<file path="src/rtl/user_test_engine.sv">
// user_test_engine: register-driven tick generator with a Galois LFSR
// pattern source, fed by bridge control words and reporting status words.
module user_test_engine #(
   parameter logic [15:0] VERSION   = 16'h0100,
   parameter logic [31:0] LFSR_TAPS = 32'h80200003
) (
   input  logic        user_clk,
   input  logic        user_rst_n,
   input  logic [31:0] ctrl_data0,
   input  logic [31:0] ctrl_data1,
   input  logic [31:0] ctrl_data2,
   input  logic [31:0] ctrl_data3,
   output logic [31:0] stat_data0,
   output logic [31:0] stat_data1,
   output logic [31:0] stat_data2,
   output logic [31:0] stat_data3,
   output logic        tick_o
);

   localparam logic [1:0] S_IDLE = 2'b00;
   localparam logic [1:0] S_RUN  = 2'b01;
   localparam logic [1:0] S_DONE = 2'b10;

   logic [3:0]  r_q0;
   logic [3:0]  r_qq0;
   logic [31:0] r_q1;
   logic [31:0] r_q2;
   logic [31:0] r_q3;

   logic [1:0]  r_state;
   logic        r_done;
   logic        r_abort;
   logic        r_mode;
   logic [7:0]  r_starts;
   logic [31:0] r_tick_cnt;
   logic [31:0] r_run_cnt;
   logic [31:0] r_presc;
   logic [31:0] r_period;
   logic [31:0] r_n;
   logic [31:0] r_lfsr;
   logic        r_tick;

   logic        w_start;
   logic        w_stop;
   logic        w_clear;
   logic        w_busy;
   logic        w_wrap;
   logic [31:0] w_tick_inc;
   logic [31:0] w_seed;
   logic [31:0] w_period;
   logic [31:0] w_lfsr_next;
   logic        w_unused;

   // Only the four command bits of control word 0 are meaningful.
   assign w_unused = ^ctrl_data0[31:4];

   assign w_start = r_q0[0] & ~r_qq0[0];
   assign w_stop  = r_q0[1] & ~r_qq0[1];
   assign w_clear = r_q0[2] & ~r_qq0[2];

   assign w_busy      = (r_state == S_RUN);
   assign w_wrap      = (r_presc == r_period - 32'd1);
   assign w_tick_inc  = r_tick_cnt + 32'd1;
   assign w_seed      = (r_q3 == 32'd0) ? 32'd1 : r_q3;
   assign w_period    = (r_q1 == 32'd0) ? 32'd1 : r_q1;
   assign w_lfsr_next = {1'b0, r_lfsr[31:1]}
                      ^ (r_lfsr[0] ? LFSR_TAPS : 32'd0);

   // Register control words; second stage on word 0 for edge detection.
   always_ff @(posedge user_clk or negedge user_rst_n) begin
      if (!user_rst_n) begin
         r_q0  <= '0;
         r_qq0 <= '0;
         r_q1  <= '0;
         r_q2  <= '0;
         r_q3  <= '0;
      end else begin
         r_q0  <= ctrl_data0[3:0];
         r_qq0 <= r_q0;
         r_q1  <= ctrl_data1;
         r_q2  <= ctrl_data2;
         r_q3  <= ctrl_data3;
      end
   end

   // Command handling (clear > stop > start) and the RUN tick engine.
   always_ff @(posedge user_clk or negedge user_rst_n) begin
      if (!user_rst_n) begin
         r_state    <= S_IDLE;
         r_done     <= 1'b0;
         r_abort    <= 1'b0;
         r_mode     <= 1'b0;
         r_starts   <= '0;
         r_tick_cnt <= '0;
         r_run_cnt  <= '0;
         r_presc    <= '0;
         r_period   <= 32'd1;
         r_n        <= '0;
         r_lfsr     <= 32'd1;
         r_tick     <= 1'b0;
      end else begin
         r_tick <= 1'b0;
         if (w_clear) begin
            r_state    <= S_IDLE;
            r_done     <= 1'b0;
            r_abort    <= 1'b0;
            r_starts   <= '0;
            r_tick_cnt <= '0;
            r_run_cnt  <= '0;
            r_presc    <= '0;
            r_lfsr     <= 32'd1;
         end else if (w_stop) begin
            if (r_state == S_RUN) begin
               r_state <= S_IDLE;
               r_abort <= 1'b1;
            end
         end else if (w_start && r_state != S_RUN) begin
            r_period   <= w_period;
            r_n        <= r_q2;
            r_mode     <= r_q0[3];
            r_lfsr     <= w_seed;
            r_tick_cnt <= '0;
            r_run_cnt  <= '0;
            r_presc    <= '0;
            r_abort    <= 1'b0;
            r_starts   <= r_starts + 8'd1;
            if (!r_q0[3] && r_q2 == 32'd0) begin
               r_state <= S_DONE;
               r_done  <= 1'b1;
            end else begin
               r_state <= S_RUN;
               r_done  <= 1'b0;
            end
         end else if (r_state == S_RUN) begin
            if (r_run_cnt != 32'hFFFF_FFFF) begin
               r_run_cnt <= r_run_cnt + 32'd1;
            end
            if (w_wrap) begin
               r_presc    <= '0;
               r_tick_cnt <= w_tick_inc;
               r_lfsr     <= w_lfsr_next;
               r_tick     <= 1'b1;
               if (!r_mode && w_tick_inc == r_n) begin
                  r_state <= S_DONE;
                  r_done  <= 1'b1;
               end
            end else begin
               r_presc <= r_presc + 32'd1;
            end
         end
      end
   end

   assign stat_data0 = {VERSION, r_starts, 2'b00, r_state,
                        r_mode, r_abort, r_done, w_busy};
   assign stat_data1 = r_tick_cnt;
   assign stat_data2 = r_lfsr;
   assign stat_data3 = r_run_cnt;
   assign tick_o     = r_tick;

endmodule

</file>
<file path="config.mk">
export PLATFORM = sky130hd
export DESIGN_NAME = user_test_engine
export DESIGN_NICKNAME = d
export VERILOG_FILES = /design/src/rtl/user_test_engine.sv
export SDC_FILE = /design/constraint.sdc
export NUM_CORES = 1
export LEC_CHECK = 0
export BUFFER_PORTS_ARGS = -buffer_cell sky130_fd_sc_hd__buf_4
export CORE_MARGIN = 1.5
export CORE_UTILIZATION = 60
export CTS_CLUSTER_DIAMETER = 40
export DETAILED_ROUTE_END_ITERATION = 6
export PLACE_DENSITY = 0.86
export SLEW_MARGIN = 20
export SYNTH_ARGS = -nofsm -noshare
export SYNTH_HDL_FRONTEND = slang
export SYNTH_SLANG_ARGS = --single-unit
</file>
<file path="constraint.sdc">
create_clock -name user_clk -period 10.2 [get_ports user_clk]
set_input_delay 0.51 -clock user_clk [delete_from_list [all_inputs] [get_ports user_clk]]
set_output_delay 0.51 -clock user_clk [all_outputs]
set_load 0.01 [all_outputs]
</file>
# Word-level counts from Yosys, hierarchy flattened
# Cells that the tools add are included.
# W data, S select, Z words.
# classes
addsub	5
n_eq_ne	7
muxes	50
bitwise	9
reduce_logical	24
# ops
op	count
$mux W32	23
$add A32 B1 Y32 const B	3
$logic_not A32 Y1	3
$eq A32 B32 Y1	2
$ne A32 B32 Y1 const B	1
$sub A32 B1 Y32 const B	1
$xor A31 B32 Y32	1
$mux W8	3
$mux W1	16
$mux W2	8
$reduce_bool A3 Y1	5
$reduce_and A3 Y1	3
$add A8 B1 Y8 const B	1
$reduce_and A4 Y1	2
$reduce_bool A4 Y1	2
$reduce_and A2 Y1	3
$not A1 Y1	5
$ne A2 B1 Y1 const B	2
$and A1 B1 Y1	3
$logic_and A1 B1 Y1	3
$ne A3 B1 Y1 const B	1
$eq A2 B1 Y1 const B	1
$logic_not A1 Y1	2
$reduce_bool A2 Y1	1
# word_totals
reg_bits	309
inputBits	130
out_inout_bits	129
word_cells	112

# Depth between registers and ports, before layout
# Gate-level depths: netlist of the first run.
# depth
ltp_word	9
depth_mapped	14
ltp_nobuf	11

# Worst setup path before layout of the first run
# OpenSTA, ideal clock, no wires.
# synth_timing
path_kind	register to register
start	register r_period[1]
end	register r_lfsr[10] (netlist: stat_data2[10])
setup_time_ps	127
arrival_time_ps	3443
required_time_ps	10073
path_slack_ps	6630
stages_incl_launch_ff	14
path_buffers	2
period_less_slack_ps	3570
path_cell_list	dfrtp_1 > inv_1 > ha_1 > or3b_2 > or3b_1 > a211oi_1 > nor3_1 > nor4b_1 > nand4_1 > or3_1 > buf_2 > a21oi_4 > buf_6 > mux2_1
# synth_between
elab_chain_cells	4
# synth_rtl
element	line_no	text
start: declaration	38	logic [31:0] r_period;
start signal: assignment	118	r_period <= w_period;
$sub A32 B1 Y32	62	assign w_wrap = (r_presc == r_period - 32'd1);
$eq A32 B32 Y1	62	
$reduce_bool A3 Y1 (no line)	--	
$reduce_and A3 Y1 (no line)	--	
end signal: assignment	121	r_lfsr <= w_seed;
end signal: assignment	141	r_lfsr <= w_lfsr_next;
end: declaration	40	logic [31:0] r_lfsr;
# No other way between the ends.
# A chain may end at the register's enable or synchronous reset.

# Worst setup path after layout of the first run
# layout_timing
start	register r_period[1]
end	register r_lfsr[1] (netlist: stat_data2[1])
# Same word-level chain as after synthesis.

==> results of run 1 <==
per-stage QoR:
step	utilization, %	setup WS (ns)	hold WS, ns
after floorplan	-	6.63	0.214
after global placement	68.3	5.40	0.355
after detailed placement	68.3	5.32	0.363
after CTS	74.0	5.27	0.0647
after global routing	74.0	4.98	0.0674
final	74.0	5.26	0.0783
layer usage:
metal / GRT usage [%] / wire [um] / vias to the layer above
met4: 13.9 / 1680 / 0
li1: - / - / 5455
met2: 49.8 / 18800 / 565
met5: 0 / 0 / -
met1: 36.4 / 14400 / 5904
met3: 6.69 / 3020 / 135
final cells by class:
class	instances	area, um2	share of cell area [%]
multi-input cells	1023	6690	37.2
repair buffers	224	1700	9.45
clock buffers	48	1090	6.07
well taps	324	405	2.25
clock inverters	23	312	1.73
flip-flops and latches	309	7730	43.0
inverters	19	71.3	0.396
sequential cells by signal, summed over array words and instances, names as in the netlist:
name and flops:
r_presc 32, tick_o 1, r_qq0 3, r_abort 1, r_q0 4, r_q3 32, r_n 32, stat_data2 32
stat_data1 32, r_done 1, r_period 32, r_q1 32, r_q2 32, r_starts 8, r_mode 1, r_state 2
stat_data3 32
cell usage in the layout, fill, tap and decap left out, types with 6 or more instances in the layout:
| cell type | instances |
|---|---|
| a21o_1 | 13 |
| a21oi_1 | 62 |
| a22o_1 | 8 |
| a31oi_1 | 19 |
| and2_1 | 8 |
| and3_1 | 24 |
| buf_4 | 222 |
| clkbuf_16 | 41 |
| conb_1 | 18 |
| dfrtp_1 | 307 |
| inv_1 | 19 |
| mux2_1 | 29 |
| mux2_2 | 68 |
| nand2_1 | 128 |
| nand2b_1 | 8 |
| nand3_1 | 71 |
| nand4_1 | 40 |
| nor2_1 | 122 |
| nor2b_1 | 10 |
| nor3_1 | 24 |
| nor4_1 | 49 |
| o21a_1 | 9 |
| o21ai_0 | 32 |
| o22ai_1 | 6 |
| o31ai_1 | 10 |
| o41ai_1 | 14 |
| or2_2 | 11 |
| or3_1 | 8 |
| xnor2_1 | 79 |
| xor2_1 | 57 |
cells by family after synthesis:
family	Yosys count
adders and majority gates	5
AOI/OAI and AO/OA	224
and+or+nand+nor	538
xor gates and xnor gates	136
other	2
DFF	309
muxes	102
buffers and inverters	117
power by group through the flow:
stage | clock [mW] | combinational (mW) | sequential [mW]
floorplan | 0 | 0.485 | 1.56
global placement | 0 | 0.706 | 1.60
detailed placement | 0 | 0.735 | 1.61
CTS | 1.47 | 0.749 | 1.59
global route | 1.53 | 0.815 | 1.62
finish | 1.46 | 0.747 | 1.60
critical path: stages, from the launching register on:
cell     delay (ns)
dfrtp_1        0.43
inv_1          0.09
ha_1           0.27
nor4b_2        0.36
nand4_2        0.35
nor4_2         0.51
mux2i_1        0.14
a31oi_1        0.21
a41oi_1        0.14
or3_1          0.88
a21oi_4        0.28
buf_4          0.70
mux2_2         0.41
worst min-delay path by stage:
stage	to	slack, ns	from
after floorplan	r_abort$_DFFE_PN0P_	0.21	user_rst_n
after global placement	r_qq0[0]$_DFF_PN0_	0.36	r_q0[0]$_DFF_PN0_
after detailed placement	r_qq0[0]$_DFF_PN0_	0.36	r_q0[0]$_DFF_PN0_
after CTS	r_q3[25]$_DFF_PN0_	0.06	ctrl_data3[25]
after global routing	r_q3[13]$_DFF_PN0_	0.07	ctrl_data3[13]
final	r_q3[24]$_DFF_PN0_	0.08	ctrl_data3[24]
==> impl_metrics.csv, run 1 <==
group,metric,value,unit
run_status,status,"finished clean",
pwr,ir_drop,0.208,mV
clock_tree,cts-buffers-inserted,40,
route,post-route-drc-count,0,
clock_tree,postCtsSetupRepairBufs,0,
route,num_vias,12059,
route,detail_route.vias_per_cell,6.12,
clock_tree,cts_max_level,2,
yosys,synth_area_leader_cell,"dfrtp_1",
global_route,grt_util_all_layers,29.6,%
sta,min_period,4.94,ns
pwr,switching_share,29.7,%
clock_tree,clockBufferDepth,3,
yosys,ys.flop_type,"dfrtp_1",
sta,fmax,202,MHz
finish,drive_gt1_share,23.8,%
placed_design,dp.cells,1899,
finish,n_fill_cell,1589,
global_route,grt_pass1_vias,12131,
pwr,seqPwrFrac,42.0,%
yosys,yosys-top-cells-area,"dfrtp_1, mux2_2, xnor2_1, xor2_1, nand2_1",
yosys,ys_seq_area_share,51.9,%
finish,final_area,0.0180,mm2
yosys,synth_xor_area_share,7.99,%
floorplanning,pin_count,259,
finish,diodes,0,
yosys,yosysWarnings,0,
yosys,ys_ff_latch,309,
clock_tree,cts_resized,0,
global_route,grt_pass1_wl,61600,um
yosys,syn_area_per_cell,10.4,um2
worst_setup_path,r2r-start,"r_period[1]$_DFFE_PN0P_",
yosys,synth_edf_count,0,
yosys,netlist_area,0.0149,mm2
pwr,power.leakage,8.07,nW
worst_setup_path,cp.required,10.61,ns
finish,syn_to_final_growth,20.8,%
yosys,ys_async_sr_fraction,100,%
route,drt-initial-drc-count,1009,
pwr,comb_power_share,19.6,%
worst_setup_path,startpoint_type,"flip-flop",
sta,slew_viol_final,0,
global_route,grt_antenna_before_repair,0,
sta,fin_worst_skew,0.0250,ns
route,ant_nets,0,
global_route,grt_max_degree,178,
placed_design,dp_hpwl,25200,um
finish,nNetsFinal,1752,
worst_setup_path,cp-startpoint,"r_period[1]$_DFFE_PN0P_",
worst_setup_path,cp_data_arrival_time,5.35,ns
route,wl,37900,um
yosys,syn_inst,1433,
route,avgRoutedWirePerCell,19.2,um
worst_setup_path,worstSetupPathType,"flip-flop to flip-flop",
hold_path,min_path_type,"input pin to flip-flop",
clock_tree,cts_tree,"built",
worst_setup_path,reg2reg_to,"stat_data2[1]$_DFFE_PN0P_",
floorplanning,coreArea,0.0243,mm2
clock_tree,clk_pin_slew,0.06,ns
pwr,p_per_area,211,mW/mm2
hold_path,min_path_cells,1,
sta,hold_viol_final,0,
placed_design,dpl_cell_area,0.0166,mm2
floorplanning,die_w,161,um
yosys,synth_commonest_cells,"dfrtp_1, nand2_1, nor2_1",
yosys,synth_top_family_by_area,"simple AND/OR/NAND/NOR gates",
worst_setup_path,endpoint,"stat_data2[1]$_DFFE_PN0P_",
placed_design,globalplace.congestion,0.905,
global_route,gr-total-overflow,0,
sta,timing.setup.tns,0,ns
floorplanning,rows,57,
finish,layout.cells.non_filler,1970,
pwr,clockPowerShare,38.3,%
pwr,p_total,3.80,mW
floorplanning,start_util,61.3,%
worst_setup_path,rr_worst_depth,12,
placed_design,io_buffers,212,
yosys,muxShareOfSynthArea,7.66,%
yosys,synth.top_cell.area_share,51.5,%
sta,slew_headroom,26.9,%
worst_setup_path,critPathCaptureType,"flip-flop",
sta,fin_crit_sh,48.4,%
floorplanning,fp.dieArea,0.0258,mm2
sta,tightest_slew,1.09,ns
worst_setup_path,r2r_setup_slack,5.26,ns
clock_tree,clock_sinks,309,
clock_tree,insertion_delay,0.54,ns
worst_setup_path,critical_path_peak_fanout,69,
yosys,post_synth_num_cell_types,71,
job,maxCapViolCount,0,
floorplanning,die_height,161,um
sta,setup_viol,0,
yosys,synthSimpleGateAreaFrac,18.2,%
sta,rsz0062_at_grt,"false",
clock_tree,postCtsHoldBufs,0,
yosys,synth_adder_area_share,0.420,%
clock_tree,root_buffer,"clkbuf_16",
pwr,net-switching-power,1.13,mW
yosys,synth_compound_area_share,10.0,%
yosys,synth_most_common_cell,"dfrtp_1",
pwr,p_int,2.67,mW
route,drt_first_pass_iters,6,
(Power assumes the default switching activity.)
==> inputs of run 2 (changes only) <==
--- a/config.mk
+++ b/config.mk
@@ -5,12 +5,13 @@
 export SDC_FILE = /design/constraint.sdc
 export NUM_CORES = 1
 export LEC_CHECK = 0
+export ABC_AREA = 1
 export BUFFER_PORTS_ARGS = -buffer_cell sky130_fd_sc_hd__buf_4
 export CORE_MARGIN = 1.5
-export CORE_UTILIZATION = 60
+export CORE_UTILIZATION = 57
 export CTS_CLUSTER_DIAMETER = 40
 export DETAILED_ROUTE_END_ITERATION = 6
-export PLACE_DENSITY = 0.86
+export PLACE_DENSITY = 0.82
 export SLEW_MARGIN = 20
 export SYNTH_ARGS = -nofsm -noshare
 export SYNTH_HDL_FRONTEND = slang
==> constraint.sdc (replaced) <==
create_clock -name user_clk -period 4.6 [get_ports user_clk]
set_input_delay 0.23 -clock user_clk [delete_from_list [all_inputs] [get_ports user_clk]]
set_output_delay 0.23 -clock user_clk [all_outputs]
set_load 0.01 [all_outputs]
==> run 2 against run 1 <==
Critical path type unchanged; combinational power grew to 3.4 times the previous value; clock skew shrank 0.0062 ns; final cell count grew 30%; non-clock buffer count grew 101; setup slack got worse by 4.4 ns; area after synthesis is 2.7% higher; clock power is 130% higher; sequential cell count unchanged; via count is 19% higher; largest power group unchanged; first-iteration DRC count grew 11%.
==> impl_metrics.csv, run 2 <==
group,metric,value,unit
floorplanning,die_height,167,um
yosys,yosysWarnings,0,
sta,tightest_slew,1.00,ns
pwr,ir_drop,0.450,mV
route,top_layer_used,"met4",
finish,n_fill_cell,1781,
worst_setup_path,startpoint_type,"flip-flop",
yosys,synth_compound_area_share,9.05,%
sta,timing.setup.tns,0,ns
route,wl_met1,17600,um
finish,final_cell_mix,"nand2_1, dfrtp_1, buf_4, nor2_1, inv_1",
route,post-route-drc-count,0,
route,wl,45000,um
clock_tree,clockBufferDepth,3,
finish,nNetsFinal,2322,
finish,final_area,0.0196,mm2
worst_setup_path,r2r_setup_slack,0.89,ns
sta,rsz0062_at_grt,"false",
finish,multi_input_area,0.00659,mm2
yosys,ys_ff_latch,309,
clock_tree,cts_max_level,2,
finish,syn_to_final_growth,27.9,%
yosys,synth.top_cell.area_share,50.2,%
finish,layout_commonest_cell,"nand2_1",
route,drt_first_pass_iters,5,
route,met3_length,4150,um
yosys,yosys-top-cells-area,"dfrtp_1, nand2_1, nor2_1, inv_1, nand3_1",
yosys,synth_most_common_cell,"nand2_1",
placed_design,dp_hpwl,28400,um
route,dr_wl_met2,21300,um
yosys,synth_top_family_by_area,"simple AND/OR/NAND/NOR gates",
floorplanning,pin_count,259,
worst_setup_path,r2r-start,"r_period[0]$_DFFE_PN1P_",
worst_setup_path,reg2reg_to,"stat_data2[25]$_DFFE_PN0P_",
floorplanning,die_w,167,um
run_status,status,"finished clean",
floorplanning,coreArea,0.0262,mm2
clock_tree,root_buffer,"clkbuf_16",
hold_path,min_path_type,"input pin to flip-flop",
clock_tree,clock_sinks,309,
placed_design,io_buffers,212,
clock_tree,cts_tree,"built",
yosys,syn_inst,1878,
worst_setup_path,cp_data_arrival_time,4.15,ns
yosys,synth_xor_area_share,3.89,%
sta,slew_headroom,33.2,%
finish,regArea,0.00773,mm2
route,num_vias,14334,
global_route,gr-total-overflow,0,
clock_tree,insertion_delay,0.54,ns
hold_path,whs_endpoint,"r_q3[11]$_DFF_PN0_",
floorplanning,start_util,58.4,%
finish,final_util,74.7,%
yosys,synth_adder_area_share,0.409,%
route,ant_nets,0,
yosys,syn_area_per_cell,8.15,um2
sta,fmax,270,MHz
worst_setup_path,cp.required,5.04,ns
floorplanning,rows,59,
yosys,ys_async_sr_fraction,100,%
job,maxCapViolCount,0,
route,detail_route.vias_per_cell,5.61,
worst_setup_path,rr_worst_depth,17,
worst_setup_path,critPathCaptureType,"flip-flop",
global_route,grt_pass1_wl,72600,um
clock_tree,clk_pin_slew,0.06,ns
placed_design,dpl_cell_area,0.0171,mm2
yosys,ys_seq_area_share,50.5,%
finish,drive_gt1_share,17.0,%
global_route,grt_util_all_layers,32.7,%
clock_tree,cts_resized,0,
yosys,synth_commonest_cells,"nand2_1, dfrtp_1, nor2_1",
placed_design,globalplace.congestion,0.969,
global_route,grt_antenna_before_repair,2,
worst_setup_path,worstSetupPathType,"flip-flop to flip-flop",
yosys,synth_edf_count,0,
route,drt-initial-drc-count,1115,
pwr,p_total,9.70,mW
yosys,synthSimpleGateAreaFrac,29.1,%
global_route,grt_pass1_vias,14056,
yosys,ys.flop_type,"dfrtp_1",
global_route,grt_max_degree,132,
sta,min_period,3.71,ns
hold_path,min_path_cells,2,
yosys,post_synth_num_cell_types,47,
sta,fin_crit_sh,80.6,%
yosys,netlist_area,0.0153,mm2
pwr,power.leakage,9.07,nW
floorplanning,fp.dieArea,0.0279,mm2
sta,holdWs,0.339,ns
yosys,synth_area_leader_cell,"dfrtp_1",
worst_setup_path,critical_path_peak_fanout,77,
route,avgRoutedWirePerCell,17.6,um
sta,setup_viol,0,
clock_tree,cts-buffers-inserted,42,
clock_tree,postCtsSetupRepairBufs,0,
yosys,muxShareOfSynthArea,0,%
sta,hold_viol_final,0,
sta,fin_worst_skew,0.0188,ns
hold_path,min_from,"ctrl_data3[11]",
pwr,p_per_area,495,mW/mm2
sta,slew_viol_final,0,
run 2: how the worst max path moves through the flow:
stage / from / end / slack [ns] / cells past startpoint
6_report: r_period[0]$_DFFE_PN1P_ / stat_data2[25]$_DFFE_PN0P_ / 0.89 / 17
5_1_grt: r_period[0]$_DFFE_PN1P_ / stat_data2[25]$_DFFE_PN0P_ / 0.55 / 17
4_1_cts: r_period[0]$_DFFE_PN1P_ / stat_data1[2]$_DFFE_PN0P_ / 1.04 / 17
3_5_place_dp: r_period[0]$_DFFE_PN1P_ / stat_data2[30]$_DFFE_PN0P_ / 1.04 / 16
3_3_place_gp: r_period[0]$_DFFE_PN1P_ / stat_data1[31]$_DFFE_PN0P_ / 1.14 / 17
2_1_floorplan: r_period[0]$_DFFE_PN1P_ / stat_data1[8]$_DFFE_PN0P_ / 2.17 / 18
run 2: per-layer routing:
layer / vias up / global-route usage (%)
met3: 138 / 7.79
li1: 6686 / -
met1: 6814 / 41.2
met4: 0 / 15.3
met5: - / 0
met2: 696 / 53.5
run 2: cell type report:
class	count	area share (%)
timing repair buffer	325	13.8
inverter	173	3.32
clock buffer	52	5.87
clock inverter	24	1.67
sequential	309	39.5
multi-input combinational	1336	33.7
tap	335	2.14
antenna	2	0.0256
run 2: cell families (layout without fill, tap and decap cells):
group	Yosys count	in the layout
other	2	20
buffers and inverters	249	574
AOI/OAI and AO/OA	213	213
xor gates and xnor gates	68	68
and+or+nand+nor	1032	1032
adders and majority gates	5	5
DFF	309	309
run 2: timing repair:
item                                   4_1_cts  5_1_grt
hold buffers                               101        0
endpoints found under the hold margin      227        0
setup endpoints to repair                    0        0
run 2: where the power goes:
group	internal [mW]	leakage (nW)	switching, mW
Sequential	3.21	3.94	0.506
Combinational	0.984	4.41	1.57
Clock	2.18	0.717	1.25
run 2: critical path, stage by stage (launching register included):
cell     delay [ns]
dfstp_2        0.37
inv_1          0.11
ha_1           0.30
nand2_4        0.11
nor2_8         0.20
nand2_2        0.10
nor2_2         0.17
nand2_1        0.07
nand2_1        0.06
nand2_1        0.05
nand2_1        0.10
nor3_2         0.06
nand3_2        0.14
nand2_2        0.12
nand2_4        0.39
buf_4          0.87
nand2_1        0.19
o21ai_1        0.17
run 2: per-stage QoR:
step | worst slack, ns | cells
3_5_place_dp | 1.04 | 2377
6_report | 0.891 | 2556
2_1_floorplan | 2.17 | 1894
3_3_place_gp | 1.14 | 2377
5_1_grt | 0.551 | 2556
4_1_cts | 1.04 | 2554
==> inputs of run 3 (changes only) <==
--- a/config.mk
+++ b/config.mk
@@ -8,10 +8,10 @@
 export ABC_AREA = 1
 export BUFFER_PORTS_ARGS = -buffer_cell sky130_fd_sc_hd__buf_4
 export CORE_MARGIN = 1.5
-export CORE_UTILIZATION = 57
+export CORE_UTILIZATION = 51
 export CTS_CLUSTER_DIAMETER = 40
 export DETAILED_ROUTE_END_ITERATION = 6
-export PLACE_DENSITY = 0.82
+export PLACE_DENSITY = 0.77
 export SLEW_MARGIN = 20
 export SYNTH_ARGS = -nofsm -noshare
 export SYNTH_HDL_FRONTEND = slang
==> constraint.sdc (replaced) <==
create_clock -name user_clk -period 3.05 [get_ports user_clk]
set_input_delay 0.1525 -clock user_clk [delete_from_list [all_inputs] [get_ports user_clk]]
set_output_delay 0.1525 -clock user_clk [all_outputs]
set_load 0.01 [all_outputs]
==> run 3 against run 2 <==
Sequential share of layout area down 0.75 points; register-to-register slack worse by 0.62 ns; wire length decreased by 1.3%; maximum frequency up 34%; worst hold slack worse by 0.12 ns; total power increased by 53%; die area grew 12%; non-clock buffer count is 17 higher; critical path type unchanged; highest routed layer unchanged.
==> impl_metrics.csv, run 3 (same netlist as run 2, synthesis figures left out) <==
group,metric,value,unit
sta,min_period,2.78,ns
finish,final_cell_mix,"nand2_1, dfrtp_1, buf_4, nor2_1, inv_1",
global_route,grt_max_degree,119,
route,wl,44400,um
sta,fin_ws,0.274,ns
sta,tightest_slew,0.998,ns
sta,slew_viol_final,0,
clock_tree,root_buffer,"clkbuf_16",
job,maxCapViolCount,0,
worst_setup_path,crit_top_cell,"nor2_1",
run_status,status,"finished clean",
finish,nNetsFinal,2342,
sta,fmax,360,MHz
worst_setup_path,critical_path_peak_fanout,59,
route,drt_first_pass_iters,5,
pwr,p_per_area,742,mW/mm2
sta,hold_viol_final,0,
floorplanning,coreArea,0.0296,mm2
sta,setup_viol,0,
placed_design,dp_hpwl,29000,um
worst_setup_path,worstSetupPathType,"flip-flop to flip-flop",
worst_setup_path,slowest_delay,0.53,ns
hold_path,min_path_type,"input pin to async pin",
worst_setup_path,critPathSlowestCell,"dfstp_2",
floorplanning,die_height,176,um
global_route,grt_util_all_layers,28.2,%
clock_tree,clk_pin_slew,0.06,ns
pwr,p_total,14.8,mW
global_route,grt_pass1_wl,69300,um
worst_setup_path,path_delay_family,"simple AND/OR/NAND/NOR gates",
clock_tree,clockBufferDepth,3,
placed_design,globalplace.congestion,0.945,
floorplanning,start_util,51.8,%
worst_setup_path,cp_data_arrival_time,3.20,ns
global_route,grt_pass1_vias,13566,
route,ant_nets,0,
sta,slew_headroom,33.4,%
clock_tree,cts_tree,"built",
finish,layout.cells.non_filler,2633,
floorplanning,fp.dieArea,0.0311,mm2
floorplanning,rows,63,
finish,n_fill_cell,2319,
worst_setup_path,critPathCaptureType,"flip-flop",
sta,rsz0062_at_grt,"false",
worst_setup_path,cp_num_buf_inv,2,
route,avgRoutedWirePerCell,16.9,um
floorplanning,die_w,176,um
sta,fin_worst_skew,0.0260,ns
sta,fin_crit_sh,91.0,%
clock_tree,cts-buffers-inserted,45,
placed_design,io_buffers,212,
route,post-route-drc-count,0,
worst_setup_path,path_cells,"inv_1 -> ha_2 -> xnor2_1 -> nor2_1 -> nand2_1 -> nor2_1 -> nand3_1 -> nor2_1 -> nand3_1 -> nor2_1 -> nand3_2 -> nand2_4 -> nand2_4 -> buf_16 -> nand2_1 -> o21ai_1",
placed_design,dp.cells,2447,
worst_setup_path,r2r-start,"r_period[0]$_DFFE_PN1P_",
clock_tree,insertion_delay,0.55,ns
finish,layout_commonest_cell,"nand2_1",
worst_setup_path,cp-startpoint,"r_period[0]$_DFFE_PN1P_",
finish,syn_to_final_growth,30.3,%
pwr,ir_drop,0.568,mV
placed_design,pre_cts_slack,0.178,ns
route,num_vias,14079,
global_route,gr-total-overflow,0,
pwr,power.leakage,9.22,nW
clock_tree,cts_max_level,2,
floorplanning,pin_count,259,
global_route,grt_antenna_before_repair,1,
sta,holdWs,0.220,ns
clock_tree,clock_sinks,309,
finish,drive_gt1_share,18.1,%
worst_setup_path,startpoint_type,"flip-flop",
clock_tree,postCtsSetupRepairBufs,0,
route,detail_route.vias_per_cell,5.35,
sta,timing.setup.tns,0,ns
route,drt-initial-drc-count,1317,
worst_setup_path,cp.required,3.48,ns
run 3: through the flow:
stage	instance area [um2]	utilization, %
2_1_floorplan	15400	-
3_3_place_gp	17300	58.6
3_5_place_dp	17300	58.6
4_1_cts	19900	67.3
5_1_grt	20000	67.5
6_report	20000	67.5
run 3: final timing paths:
check,to,slack [ns],cells after the start
max in group asynchronous,r_presc[21]$_DFFE_PN0P_,1.88,3
worst min-delay path,stat_data2[25]$_DFFE_PN0P_,0.22,2
worst max-delay path,stat_data2[10]$_DFFE_PN0P_,0.27,16
min in group user_clk,r_q3[1]$_DFF_PN0_,0.25,2
worst min register to register,r_qq0[1]$_DFF_PN0_,0.37,0
worst max register to register,stat_data2[10]$_DFFE_PN0P_,0.27,16
run 3: repair_timing:
action                     in CTS  in global routing
resized for setup               0                  5
setup endpoints to repair       0                 63
hold endpoints to repair      192                  0
hold buffers                  101                  0
run 3: where the power goes:
group	internal (mW)	switching, mW	leakage, nW
Sequential	4.84	0.735	3.94
Combinational	1.56	2.35	4.53
Clock	3.26	2.07	0.759
run 3: metal layers:
layer	track usage (%)	share of wire (%)
met1	37.9	43
met2	46.2	47
met3	5.58	7.9
met4	8.80	2.7
met5	0	0
run 3: final cells by class:
| class | instances | area [um2] | area share (%) |
|---|---|---|---|
| multi-input combinational | 1336 | 6600 | 33.1 |
| sequential | 309 | 7730 | 38.8 |
| inverter | 173 | 653 | 3.27 |
| timing repair buffer | 342 | 2920 | 14.6 |
| antenna | 1 | 2.50 | 0.0125 |
| clock inverter | 25 | 298 | 1.49 |
| clock buffer | 57 | 1260 | 6.33 |
| tap | 390 | 488 | 2.45 |
